===== config.mk =====
export PLATFORM = sky130hd
export DESIGN_NAME = scan_seq_ctrl
export DESIGN_NICKNAME = d
export VERILOG_FILES = /design/src/rtl/scan_seq_ctrl.sv
export SDC_FILE = /design/constraint.sdc
export NUM_CORES = 2
export LEC_CHECK = 0
export BUFFER_PORTS_ARGS = -buffer_cell sky130_fd_sc_hd__buf_2
export CORE_UTILIZATION = 60
export DETAILED_ROUTE_END_ITERATION = 10
export GPL_ROUTABILITY_DRIVEN = 0
export MAX_ROUTING_LAYER = met4
export PLACE_DENSITY_LB_ADDON = 0.05
export SYNTH_ARGS = -nofsm -noshare
export SYNTH_HDL_FRONTEND = slang
export SYNTH_SLANG_ARGS = --single-unit

===== constraint.sdc =====
create_clock -name sys_clk_100M -period 6.85 [get_ports sys_clk_100M]
set_input_delay 2.055 -clock sys_clk_100M [delete_from_list [all_inputs] [get_ports sys_clk_100M]]
set_output_delay 2.055 -clock sys_clk_100M [all_outputs]
set_load 0.005 [all_outputs]

===== src/rtl/scan_seq_ctrl.sv =====
// scan_seq_ctrl: run-level sequencer for the scan signal generator.
// Host writes land in a staging bank; a validated start commits them to the
// active bank, arms the generator, runs a number of frames and waits for the
// uplink to finish transmitting before reporting completion.
module scan_seq_ctrl #(
    parameter int RDY_TIMEOUT = 1000,
    parameter int TX_TIMEOUT  = 100000000
) (
    input  logic        sys_clk_100M,
    input  logic        reset,
    input  logic        wr_en,
    input  logic [4:0]  wr_addr,
    input  logic [31:0] wr_data,
    input  logic        start,
    input  logic        abort,
    input  logic        err_clr,
    input  logic        frame_in,
    input  logic        idelay_rdy,
    input  logic        txdone,
    output logic        sig_reset,
    output logic [7:0]  frame_nums,
    output logic [7:0]  pixel_nums,
    output logic [7:0]  laser_nums,
    output logic [7:0]  spad_nums,
    output logic [8:0]  i_cnt_value,
    output logic [63:0] frame_period,
    output logic [31:0] pixel_period,
    output logic [31:0] laser_period,
    output logic [31:0] spad_period,
    output logic [31:0] sig_start_frame,
    output logic [31:0] sig_start_pixel,
    output logic [31:0] sig_start_laser,
    output logic [31:0] sig_start_spad,
    output logic [15:0] duty_cycle_frame,
    output logic [15:0] duty_cycle_pixel,
    output logic [15:0] duty_cycle_laser,
    output logic [15:0] duty_cycle_spad,
    output logic        busy,
    output logic        done,
    output logic        err,
    output logic [1:0]  err_code,
    output logic [15:0] frame_cnt
);

    localparam logic [2:0] ST_IDLE    = 3'd0;
    localparam logic [2:0] ST_CHECK   = 3'd1;
    localparam logic [2:0] ST_ARM     = 3'd2;
    localparam logic [2:0] ST_RUN     = 3'd3;
    localparam logic [2:0] ST_WAIT_TX = 3'd4;
    localparam logic [2:0] ST_DONE    = 3'd5;
    localparam logic [2:0] ST_ERR     = 3'd6;

    localparam logic [31:0] RDY_LAST = 32'(RDY_TIMEOUT - 1);
    localparam logic [31:0] TX_LAST  = 32'(TX_TIMEOUT - 1);

    logic [2:0]  state;
    logic [2:0]  next_state;
    logic [31:0] timer;

    logic [7:0]  stg_frame_nums, stg_pixel_nums, stg_laser_nums, stg_spad_nums;
    logic [8:0]  stg_i_cnt_value;
    logic [63:0] stg_frame_period;
    logic [31:0] stg_pixel_period, stg_laser_period, stg_spad_period;
    logic [31:0] stg_start_frame, stg_start_pixel, stg_start_laser, stg_start_spad;
    logic [15:0] stg_duty_frame, stg_duty_pixel, stg_duty_laser, stg_duty_spad;
    logic [15:0] stg_run_frames;
    logic [15:0] act_run_frames;

    logic        sync1, sync2, sync_prev, frame_rise;
    logic        cfg_ok;
    logic [15:0] frame_cnt_inc;

    assign busy      = (state == ST_CHECK) || (state == ST_ARM) ||
                       (state == ST_RUN)   || (state == ST_WAIT_TX);
    assign done      = (state == ST_DONE);
    assign err       = (state == ST_ERR);
    assign sig_reset = (state != ST_RUN);

    assign frame_cnt_inc = frame_cnt + 16'd1;

    // A staged configuration is runnable only with nonzero periods and each
    // duty strictly shorter than its period.
    assign cfg_ok = (stg_frame_period != 64'd0) && (stg_pixel_period != 32'd0) &&
                    (stg_laser_period != 32'd0) && (stg_spad_period != 32'd0) &&
                    ({48'd0, stg_duty_frame} < stg_frame_period) &&
                    ({16'd0, stg_duty_pixel} < stg_pixel_period) &&
                    ({16'd0, stg_duty_laser} < stg_laser_period) &&
                    ({16'd0, stg_duty_spad}  < stg_spad_period);

    // Host writes into the staging bank, accepted in every state.
    always_ff @(posedge sys_clk_100M) begin
        if (!reset) begin
            stg_frame_nums   <= '0;
            stg_pixel_nums   <= '0;
            stg_laser_nums   <= '0;
            stg_spad_nums    <= '0;
            stg_i_cnt_value  <= '0;
            stg_frame_period <= '0;
            stg_pixel_period <= '0;
            stg_laser_period <= '0;
            stg_spad_period  <= '0;
            stg_start_frame  <= '0;
            stg_start_pixel  <= '0;
            stg_start_laser  <= '0;
            stg_start_spad   <= '0;
            stg_duty_frame   <= '0;
            stg_duty_pixel   <= '0;
            stg_duty_laser   <= '0;
            stg_duty_spad    <= '0;
            stg_run_frames   <= '0;
        end else if (wr_en) begin
            case (wr_addr)
                5'd0:  stg_frame_nums          <= wr_data[7:0];
                5'd1:  stg_pixel_nums          <= wr_data[7:0];
                5'd2:  stg_laser_nums          <= wr_data[7:0];
                5'd3:  stg_spad_nums           <= wr_data[7:0];
                5'd4:  stg_i_cnt_value         <= wr_data[8:0];
                5'd5:  stg_frame_period[31:0]  <= wr_data;
                5'd6:  stg_frame_period[63:32] <= wr_data;
                5'd7:  stg_pixel_period        <= wr_data;
                5'd8:  stg_laser_period        <= wr_data;
                5'd9:  stg_spad_period         <= wr_data;
                5'd10: stg_start_frame         <= wr_data;
                5'd11: stg_start_pixel         <= wr_data;
                5'd12: stg_start_laser         <= wr_data;
                5'd13: stg_start_spad          <= wr_data;
                5'd14: begin
                    stg_duty_frame <= wr_data[31:16];
                    stg_duty_pixel <= wr_data[15:0];
                end
                5'd15: begin
                    stg_duty_laser <= wr_data[31:16];
                    stg_duty_spad  <= wr_data[15:0];
                end
                5'd16: stg_run_frames <= wr_data[15:0];
                default: ;
            endcase
        end
    end

    // Bring the asynchronous frame output into this domain and mark rising edges.
    always_ff @(posedge sys_clk_100M) begin
        if (!reset) begin
            sync1      <= 1'b0;
            sync2      <= 1'b0;
            sync_prev  <= 1'b0;
            frame_rise <= 1'b0;
        end else begin
            sync1      <= frame_in;
            sync2      <= sync1;
            sync_prev  <= sync2;
            frame_rise <= sync2 & ~sync_prev;
        end
    end

    // Next-state selection; abort from any busy state overrides everything.
    always_comb begin
        next_state = state;
        case (state)
            ST_IDLE:    if (start) next_state = ST_CHECK;
            ST_CHECK:   next_state = cfg_ok ? ST_ARM : ST_ERR;
            ST_ARM: begin
                if (idelay_rdy)             next_state = ST_RUN;
                else if (timer == RDY_LAST) next_state = ST_ERR;
            end
            ST_RUN: begin
                if (frame_rise && (act_run_frames != 16'd0) &&
                    (frame_cnt_inc == act_run_frames))
                    next_state = ST_WAIT_TX;
            end
            ST_WAIT_TX: begin
                if (txdone)                next_state = ST_DONE;
                else if (timer == TX_LAST) next_state = ST_ERR;
            end
            ST_DONE:    next_state = ST_IDLE;
            ST_ERR:     if (err_clr) next_state = ST_IDLE;
            default:    next_state = ST_IDLE;
        endcase
        if (abort && busy) next_state = ST_IDLE;
    end

    // State register, timeout timer, error code and frame counter.
    always_ff @(posedge sys_clk_100M) begin
        if (!reset) begin
            state     <= ST_IDLE;
            timer     <= '0;
            err_code  <= 2'd0;
            frame_cnt <= '0;
        end else begin
            state <= next_state;
            if (next_state != state)
                timer <= '0;
            else if ((state == ST_ARM) || (state == ST_WAIT_TX))
                timer <= timer + 32'd1;

            if ((next_state == ST_ERR) && (state != ST_ERR)) begin
                case (state)
                    ST_CHECK: err_code <= 2'd1;
                    ST_ARM:   err_code <= 2'd2;
                    default:  err_code <= 2'd3;
                endcase
            end else if ((state == ST_ERR) && (next_state == ST_IDLE)) begin
                err_code <= 2'd0;
            end

            if ((state == ST_IDLE) && (next_state == ST_CHECK))
                frame_cnt <= '0;
            else if ((state == ST_RUN) && frame_rise && !abort && (frame_cnt != 16'hFFFF))
                frame_cnt <= frame_cnt_inc;
        end
    end

    // Commit the validated staging bank to the active bank on leaving CHECK.
    always_ff @(posedge sys_clk_100M) begin
        if (!reset) begin
            frame_nums       <= '0;
            pixel_nums       <= '0;
            laser_nums       <= '0;
            spad_nums        <= '0;
            i_cnt_value      <= '0;
            frame_period     <= '0;
            pixel_period     <= '0;
            laser_period     <= '0;
            spad_period      <= '0;
            sig_start_frame  <= '0;
            sig_start_pixel  <= '0;
            sig_start_laser  <= '0;
            sig_start_spad   <= '0;
            duty_cycle_frame <= '0;
            duty_cycle_pixel <= '0;
            duty_cycle_laser <= '0;
            duty_cycle_spad  <= '0;
            act_run_frames   <= '0;
        end else if ((state == ST_CHECK) && (next_state == ST_ARM)) begin
            frame_nums       <= stg_frame_nums;
            pixel_nums       <= stg_pixel_nums;
            laser_nums       <= stg_laser_nums;
            spad_nums        <= stg_spad_nums;
            i_cnt_value      <= stg_i_cnt_value;
            frame_period     <= stg_frame_period;
            pixel_period     <= stg_pixel_period;
            laser_period     <= stg_laser_period;
            spad_period      <= stg_spad_period;
            sig_start_frame  <= stg_start_frame;
            sig_start_pixel  <= stg_start_pixel;
            sig_start_laser  <= stg_start_laser;
            sig_start_spad   <= stg_start_spad;
            duty_cycle_frame <= stg_duty_frame;
            duty_cycle_pixel <= stg_duty_pixel;
            duty_cycle_laser <= stg_duty_laser;
            duty_cycle_spad  <= stg_duty_spad;
            act_run_frames   <= stg_run_frames;
        end
    end

endmodule


==> impl_metrics.tcl <==
set metrics [dict create \
    yosys_warnings 0 \
    max_freq_ghz 0.203 \
    grt_first_pass_wirelength_mm 160 \
    fin_worst_skew_ns 0.0272 \
    overflow 0 \
    start_util_pct 61.1 \
    cts.htree.levels 3 \
    critical_path_required_ns 7.36 \
    powerDensity_nw_per_um2 256 \
    sequentialPowerShare_pct 49.7 \
    wl_per_cell_um 19.5 \
    drtPass1Iterations 7 \
    peakVddDrop_v 0.000252 \
    period_needed_ns 4.93 \
    total_leakage_power_nw 15.0 \
    slew_headroom_pct 18.9 \
    synth_seq_cells 875 \
    finalMaxSlewViolations 0 \
    ios 461 \
    hold_path_class "reg2reg" \
    swShare_pct 23.2 \
    ys_seq_area_share_pct 49.3 \
    post-dp-hpwl_mm 68.0 \
    grt_use_met3_pct 8.51 \
    synth_area_um2 35500 \
    drtIter0Drc 2719 \
    syn_area_per_cell_um2 8.21 \
    routed_wl_mm 106 \
    cts_hold_repair.buffers 0 \
    cts_buffers 87 \
    cp_max_fo 147 \
    netlist.area_leader.share_pct 49.3 \
    design_area_um2 40700 \
    fp-row-count 88 \
    cts_root_buffer "clkbuf_16" \
    rsz0062_at_grt "false" \
    routed_via_density 5.56 \
    ys_top_cells_by_area "dfxtp_1 (49%), nand2_1 (17%), a21boi_0 (15%)" \
    ant_nets 0 \
    synthFlopType "dfxtp_1" \
    final_nets 4703 \
    use_met2_pct 52.0 \
    finalSetupViolations 0 \
    grt_pass1_vias 27600 \
    clk_path_buf_depth 3 \
    synthToLayoutAreaGrowth_pct 14.5 \
    synth_nets 4436 \
    drive_gt1_share_pct 13.9 \
    start_kind "primary input" \
    timing.max_cap.violations 0 \
    clkSlewWorstSetupHoldPaths_ns 0.06 \
    worstPathArrival_ns 5.44 \
    cts_repair_resize_count 0 \
    p_int_mw 7.99 \
    cts_num_sinks 875 \
    grt_usage_pct 35.4 \
    die_height_um 245 \
    cts_tree "done" \
    grt_util_met1_pct 46.8 \
    dp_cells 5271 \
    hold_viol 0 \
    die_area_um2 60200 \
    synth-edff-count 0 \
    drc 0 \
    synth_cell_types 63 \
    grt_max_degree 164 \
    instances_no_fill 5430 \
    dpl_cell_area_um2 37900 \
    pwr-share-comb_pct 5.7 \
    synthArstFlopShare_pct 0 \
    post_cts_buffers 0 \
    dr_total_vias 30200 \
    antenna_found_initial 7 \
    tightest_slew_ns 1.21 \
    yosysTopAreaCell "dfxtp_1" \
    tns_ns 0 \
    status "complete, no violations" \
    pwr-share-clk_pct 44.6 \
    fin_crit_sh_pct 72.0 \
    worstSkewPairLatency_ns 0.64 \
    grt-busiest-layer "met2" \
    core_um2 58100 \
    critical_path_class "in2reg" \
    die_x_um 245 \
    endpoint_kind "register" \
    placement.io_buffers 460 \
    switchingPower_mw 2.42 \
    synth_cells 4328 \
]
[cell usage in the layout, fill, tap and decap left out, types with 35 or more instances in the layout]
cell type | netlist | final
buf_2 | 68 | 459
nor2_1 | 97 | 85
nand3_1 | 60 | 60
nand2_1 | 1652 | 1652
ha_1 | 62 | 62
clkbuf_16 | 0 | 89
inv_1 | 78 | 78
a21boi_0 | 711 | 711
buf_4 | 0 | 35
a21boi_1 | 100 | 100
dfxtp_1 | 875 | 875
nor4_1 | 51 | 51
xnor2_1 | 37 | 37
[worst max-delay path, stage by stage]
cell	delay (ns)
buf_2	0.10
or3b_1	0.33
or4_1	0.49
nor4_2	0.19
or2b_2	0.22
and4_1	0.25
or4b_4	0.79
buf_12	0.33
nand2_1	0.26
a21boi_0	0.12
[sequential cells by signal, summed over array words and instances, names as in the netlist, 32 cells and up]
name and count:
laser_period 32, timer 32, sig_start_frame 32, stg_start_spad 32, sig_start_spad 32, stg_pixel_period 32, stg_laser_period 32, frame_period 64
pixel_period 32, stg_frame_period 64, stg_start_laser 32, sig_start_laser 32, sig_start_pixel 32, stg_start_frame 32, stg_spad_period 32, spad_period 32
stg_start_pixel 32
[final timing paths]
kind	startpoint	to	slack, ns	depth (start not counted)
worst min register to register	sync_prev	frame_rise	0.40	1
worst min-delay path	sync_prev	frame_rise	0.40	1
worst max register to register	stg_pixel_period[1]	sig_start_spad[19]	2.62	10
worst max-delay path	txdone	sig_start_spad[19]	1.92	10
[Yosys cell counts, types with 3 or more instances]
cell type	instances
or4_1	7
nand2b_1	12
ha_1	62
or2_2	4
nor2b_1	18
xnor2_1	37
a21boi_1	100
nor4b_1	3
a21boi_0	711
o31ai_1	4
nor2_1	97
a21oi_1	20
nand4b_1	3
o21bai_1	3
and4_1	11
and2_1	8
o211ai_1	7
nand4_1	26
o21a_1	8
a211oi_1	7
o2111ai_1	4
nand2_1	1652
o21ai_0	21
nand3_1	60
buf_2	68
dfxtp_1	875
nor3_1	13
xor2_1	26
inv_1	78
mux2i_1	16
a21o_1	8
or3_1	3
a31oi_1	6
and3_1	8
clkbuf_1	251
a2111oi_0	4
nor3b_1	3
nor4_1	51
[layer usage]
metal | up-vias | share of wire, % | routed length [um]
li1 | 14700 | - | -
met1 | 14200 | 42 | 44900
met2 | 1034 | 45 | 47200
met3 | 232 | 9.1 | 9610
met4 | 0 | 4.0 | 4220
met5 | - | 0 | 0
[final cells by class]
type | instances | area (um2)
antenna | 5 | 12.5
clock buffer | 138 | 2640
clock inverter | 16 | 128
fill | 4873 | 17500
inverter | 78 | 293
multi-input combinational | 3053 | 16500
sequential | 875 | 17500
tap | 765 | 957
timing repair buffer | 500 | 2680
[cells by family after synthesis]
kind of cell | after synthesis | share of synthesized area (%)
xor+xnor | 63 | 1.55
compound gates | 922 | 19.3
flops | 875 | 49.3
buf+inv | 400 | 4.49
mux | 16 | 0.451
simple gates | 1990 | 22.7
fa+ha+maj | 62 | 2.18
[stage by stage]
stage | utilization [%] | power, mW | setup WS, ns | hold slack (ns)
6_report | 70.0 | 10.4 | 1.92 | 0.398
5_1_grt | 70.0 | 10.7 | 1.95 | 0.405
4_1_cts | 70.0 | 10.4 | 2.13 | 0.397
3_5_place_dp | 65.2 | 5.87 | 1.48 | 0.388
3_3_place_gp | 65.2 | 5.87 | 1.54 | 0.370
2_1_floorplan | - | 5.66 | 2.23 | 0.367
[power groups by stage]
stage               Combinational [mW]  Clock (mW)  Sequential, mW
floorplan                        0.411           0            5.25
global placement                 0.586           0            5.28
finish                           0.596        4.65            5.17
CTS                              0.589        4.69            5.17
global route                     0.636        4.91            5.17
detailed placement               0.586           0            5.28
(Power assumes the default switching activity.)
